`config.mk`:
```
export PLATFORM = sky130hd
export DESIGN_NAME = time_parameter
export DESIGN_NICKNAME = d
export VERILOG_FILES = /design/src/rtl/time_parameter.sv
export SDC_FILE = /design/constraint.sdc
export NUM_CORES = 1
export LEC_CHECK = 0
export CORE_AREA = 2 2 40 42
export CTS_BUF_LIST = sky130_fd_sc_hd__clkbuf_4
export DETAILED_ROUTE_END_ITERATION = 6
export DIE_AREA = 0 0 42 44
export PLACE_DENSITY = 0.74
export SYNTH_ARGS = -nofsm -noshare
export SYNTH_HDL_FRONTEND = slang
export SYNTH_SLANG_ARGS = --single-unit
```
`constraint.sdc`:
```
create_clock -name clk -period 1.26 [get_ports clk]
set_input_delay 0.189 -clock clk [delete_from_list [all_inputs] [get_ports clk]]
set_output_delay 0.189 -clock clk [all_outputs]
set_load 0.005 [all_outputs]
```
`src/rtl/time_parameter.sv`:
```
// Programmable timing parameters (base green, extended green, yellow) for the
// traffic light controller, with a combinational read port for the timer.
module time_parameter #(
    parameter logic [3:0] DEF_BASE = 4'd6,
    parameter logic [3:0] DEF_EXT  = 4'd3,
    parameter logic [3:0] DEF_YEL  = 4'd2
) (
    input  logic       clk,
    input  logic       Reset,
    input  logic [1:0] Selector,
    input  logic [3:0] Time_value,
    input  logic       Prog_Sync,
    input  logic [1:0] interval,
    output logic [3:0] value
);

    localparam int NUM_PARAMS = 3;

    localparam logic [1:0] SEL_BASE = 2'b00;
    localparam logic [1:0] SEL_EXT  = 2'b01;
    localparam logic [1:0] SEL_YEL  = 2'b10;

    // Slot order matches the Selector/interval encoding: 0=base, 1=ext, 2=yel.
    localparam logic [NUM_PARAMS-1:0][3:0] DEFAULTS = {DEF_YEL, DEF_EXT, DEF_BASE};

    logic [NUM_PARAMS-1:0][3:0] param_reg;
    logic [NUM_PARAMS-1:0]      write_en;
    logic                       write_valid;

    logic [3:0] reg_base;
    logic [3:0] reg_ext;
    logic [3:0] reg_yel;

    // A zero duration would stall the countdown, so such writes are dropped.
    assign write_valid = Prog_Sync && (Time_value != 4'd0);

    genvar gi;
    generate
        for (gi = 0; gi < NUM_PARAMS; gi++) begin : g_param
            assign write_en[gi] = write_valid && (Selector == 2'(gi));

            always_ff @(posedge clk) begin
                if (Reset) begin
                    param_reg[gi] <= DEFAULTS[gi];
                end else if (write_en[gi]) begin
                    param_reg[gi] <= Time_value;
                end
            end
        end
    endgenerate

    assign reg_base = param_reg[0];
    assign reg_ext  = param_reg[1];
    assign reg_yel  = param_reg[2];

    // Reserved code 11 falls back to the base green time.
    always_comb begin
        value = reg_base;
        case (interval)
            SEL_BASE: value = reg_base;
            SEL_EXT:  value = reg_ext;
            SEL_YEL:  value = reg_yel;
            default:  value = reg_base;
        endcase
    end

endmodule

```
Yosys cells after proc, flatten, opt, wreduce, memory -nomap -nowiden:

Cells that the tools add are included.

* output and inout port bits: 4
* bits in latches: 0
* ROM bits: 0
* RAM bits: 0
* memories: 0
* flip-flop bits (word level): 12

* bitwise operators: 0
* order comparisons: 0
* equal/unequal tests: 4
* add/sub/neg operators: 0
* shift-type cells: 0
* divide/modulo/power cells: 0
* muxes and demuxes: 1
* multipliers: 0
* reductions and logical operators: 6

Operators by type and width (count)
* 4-bit one-hot mux with 2 select lines: 1
* 2-bit by 1-bit equality test with 1-bit output, second input constant: 2
* 2-bit equality test, second input constant: 2
* 1-bit logical AND: 4
* 4-bit nonzero test: 1
* 2-bit logical NOT: 1

Depth between registers and ports, before layout:

* depth after elaboration: 3
* mapped depth: 4
* depth with buffers taken out: 4

Worst setup path before layout:

Ideal clock, no wire load.

* kind: in2reg
* start: in Time_value[1]
* end: reg param_reg (netlist bit reg_yel[0])
* path slack: 0.112 ns
* data required time: 1.188 ns
* stages on the path: 4
* setup time: 0.072 ns
* arrival: 1.077 ns
* path through: o41ai_2 -> or3b_1 -> buf_6 -> mux2i_1

* longest elaborated chain between the ends: 3

RTL lines
* from (decl): RTL line 11 `input logic [3:0] Time_value,`
* 4-bit nonzero test: RTL line 35 `assign write_valid = Prog_Sync && (Time_value != 4'd0);`
* 1-bit logical AND: RTL line 35
* 1-bit logical AND: RTL line 40 `assign write_en[gi] = write_valid && (Selector == 2'(gi));`
* to (signal, indexed assignment): RTL line 44 `param_reg[gi] <= DEFAULTS[gi];`
* to (signal, indexed assignment): RTL line 46 `param_reg[gi] <= Time_value;`
* to (decl): RTL line 26 `logic [NUM_PARAMS-1:0][3:0] param_reg;`

No other way between the ends.
A chain may end at the register's enable or synchronous reset.

Worst setup path after layout:

* start: reg param_reg (netlist bit reg_yel[1])
* end: out value[1]

* longest elaborated chain between the ends: 1

RTL lines
* 4-bit one-hot mux with 2 select lines: RTL line 59 `case (interval)`
* to (decl): RTL line 14 `output logic [3:0] value`

No other way between the ends.

==> metrics.yaml <==
outcome: "completed"
grt_max_degree: 19
fin_hold_ws_ps: 282
startpoint_type: "flop"
rr_worst_depth: 3
die_h_um: 44
swShare_pct: 26.5
cts_buffer_depth: 2
postLayoutCellArea_um2: 893
core_area_um2: 1420
hpwlAfterDp_um: 971
initialDrtViolationCount: 7
io_buffers: 14
leakagePower_nw: 0.374
cp_max_fo: 2
grt_pass1_wl_mm: 2.33
syn_nets: 77
clockPowerShare_pct: 30.2
ys_warn_count: 0
ioPinCount: 15
drive_gt1_share_pct: 40.9
synth.distinct_cells: 16
drc: 0
setup_viol: 0
critPathArrivalTime_ps: 1040
maxCapViolations: 0
fin_nets: 103
grt_usage_pct: 16.9
p_switching_mw: 0.217
max_freq_mhz: 811
path_class: "reg -> out"
min_path_type: "in -> reg"
fin_crit_ps: 1230
power_mw: 0.821
finClkSkew_ps: 0
path_cells: "a22oi_2 > o21ai_1 > clkdlybuf4s15_2"
crit_required_ps: 1070
combPwrFrac_pct: 20.7
internal-power_mw: 0.603
finalHoldViolCount: 0
die_width_um: 42
start_util_pct: 43.4
place_inst: 101
worstSetupEndpointType: "primary output"
crit_cells: 3
relSlewSlack_pct: 79.5
finalNonFillerCells: 104
power_frac_seq_pct: 49.0
rows: 14
root_buffer: "clkbuf_4"
cp_slowest_cell: "dfxtp_2"
worstHoldPathCells: 3
path_clk_slew_ps: 80
cts_hold_buf: 0
post-cts-setup-buffers: 0
postSynthAreaPerCell_um2: 9.62
vias: 520
grt_pass1_vias: 552
wl_per_cell_um: 12.8
place_area_um2: 828
wl_mm: 1.33
tightest_slew_ps: 303
grt-ovfl-total: 0
dr.pass1.iters: 4
numCtsBuffers: 3
drtAntennaViolNets: 0
antenna_found_initial: 0
tritoncts: "built"
cts.sinks: 12
die-area_um2: 1850
power.density_nw_per_um2: 919
num_antenna_cells: 0
min_period_over_period_pct: 97.8
cp_slowest_stage_delay_ps: 330
viasPerCell: 5.00
drv_slew: 0
area_growth_pct: 45.1
clk_latency_ps: 280
crit_buf_inv: 1
syn_area_um2: 616
netlist_instances: 64
ys_ff_latch: 12
gp_routability_congestion: 0.797
cts-htree-levels: 1
yosysSeqAreaShare_pct: 39.0
cp_top_family: "flip-flops"
vdd_drop_max_v: 0.000605
-- cell usage in the layout (no fill, tap or decap), drive strengths merged, types with 2 or more instances in the layout --
cell type	netlist	routed
a22oi	4	4
ha	2	2
nand2b	8	8
clkdlybuf4s50	0	4
buf	1	11
clkdlybuf4s15	0	3
or2b	2	2
dlygate4sd2	0	3
nor2	8	8
mux2i	12	12
inv	2	2
nand2	4	4
dfxtp	12	12
o21ai	4	4
clkbuf	1	4
-- tightest hold or removal path, stage by stage --
cell and delay, ps:
dlymetal6s2s_1 120, nor2_1 90, mux2i_1 120
-- registers in the layout (all words and copies together), names as in the netlist --
name and count:
reg_base 4, reg_ext 4, reg_yel 4
-- path summary, 6_finish.rpt --
| kind | start | end | slack [ps] |
|---|---|---|---|
| setup reg to reg | reg_ext[3] | reg_ext[3] | 590 |
| hold / removal | Time_value[1] | reg_yel[1] | 280 |
| setup / recovery | reg_yel[1] | value[1] | 30 |
| hold reg to reg | reg_base[3] | reg_base[3] | 480 |
-- stage by stage --
stage / utilization [%] / worst slack [ps] / setup TNS (ps)
after global routing: 63.0 / -2.20 / -2.20
after floorplan: - / 112 / 0
after CTS: 62.8 / -8.33 / -8.33
final: 63.0 / 27.6 / 0
after global placement: 58.4 / -765 / -7170
after detailed placement: 58.4 / -773 / -7250
-- Yosys cell counts, drive strengths merged --
cell | n | area share (%)
a22oi | 4 | 4.9
buf | 1 | 1.8
clkbuf | 1 | 0.61
dfxtp | 12 | 39
ha | 2 | 4.1
inv | 2 | 1.2
mux2i | 12 | 20
nand2 | 4 | 2.4
nand2b | 8 | 8.1
nor2 | 8 | 4.9
nor3 | 1 | 1.6
nor3b | 1 | 2.0
o21ai | 4 | 3.3
o41ai | 1 | 2.6
or2b | 2 | 2.4
or3b | 1 | 1.4
-- power by group through the flow --
stage / clock network [mW] / logic (mW) / registers (mW)
after floorplan: 0 / 0.0706 / 0.406
after global placement: 0 / 0.160 / 0.408
after detailed placement: 0 / 0.163 / 0.409
after CTS: 0.241 / 0.170 / 0.402
after global routing: 0.250 / 0.187 / 0.404
final: 0.248 / 0.170 / 0.403
-- cell families (layout without fill, tap and decap cells) --
group                      after synthesis  after routing  synth area share [%]
AOI/OAI and AO/OA                        9              9                  10.8
muxes                                   12             12                  19.5
adders and majority gates                2              2                  4.06
buffers and inverters                    4             28                  3.66
and+or+nand+nor                         25             25                  23.0
DFF                                     12             12                  39.0
-- routing by layer --
layer	wire, um	up-vias	GRT usage (%)
li1	-	271	-
met1	608	229	20.5
met2	639	17	28.7
met3	58	3	2.50
met4	27	0	9.68
met5	0	-	0
-- cell type report --
type                            count  area, um2
Fill cell                         112        526
Multi-Input combinational cell     48        400
Sequential cell                    12        249
Timing Repair Buffer               23        194
Clock buffer                        3       22.5
Tap cell                           16       20.0
Inverter                            2       7.51
-- timing repair --
item / 4_1_cts / 5_1_grt
gates cloned: 0 / 0
setup endpoints to repair: 16 / 12
resized for setup: 36 / 9
pin swaps: 3 / 2
Power figures use the tool's default switching activity.
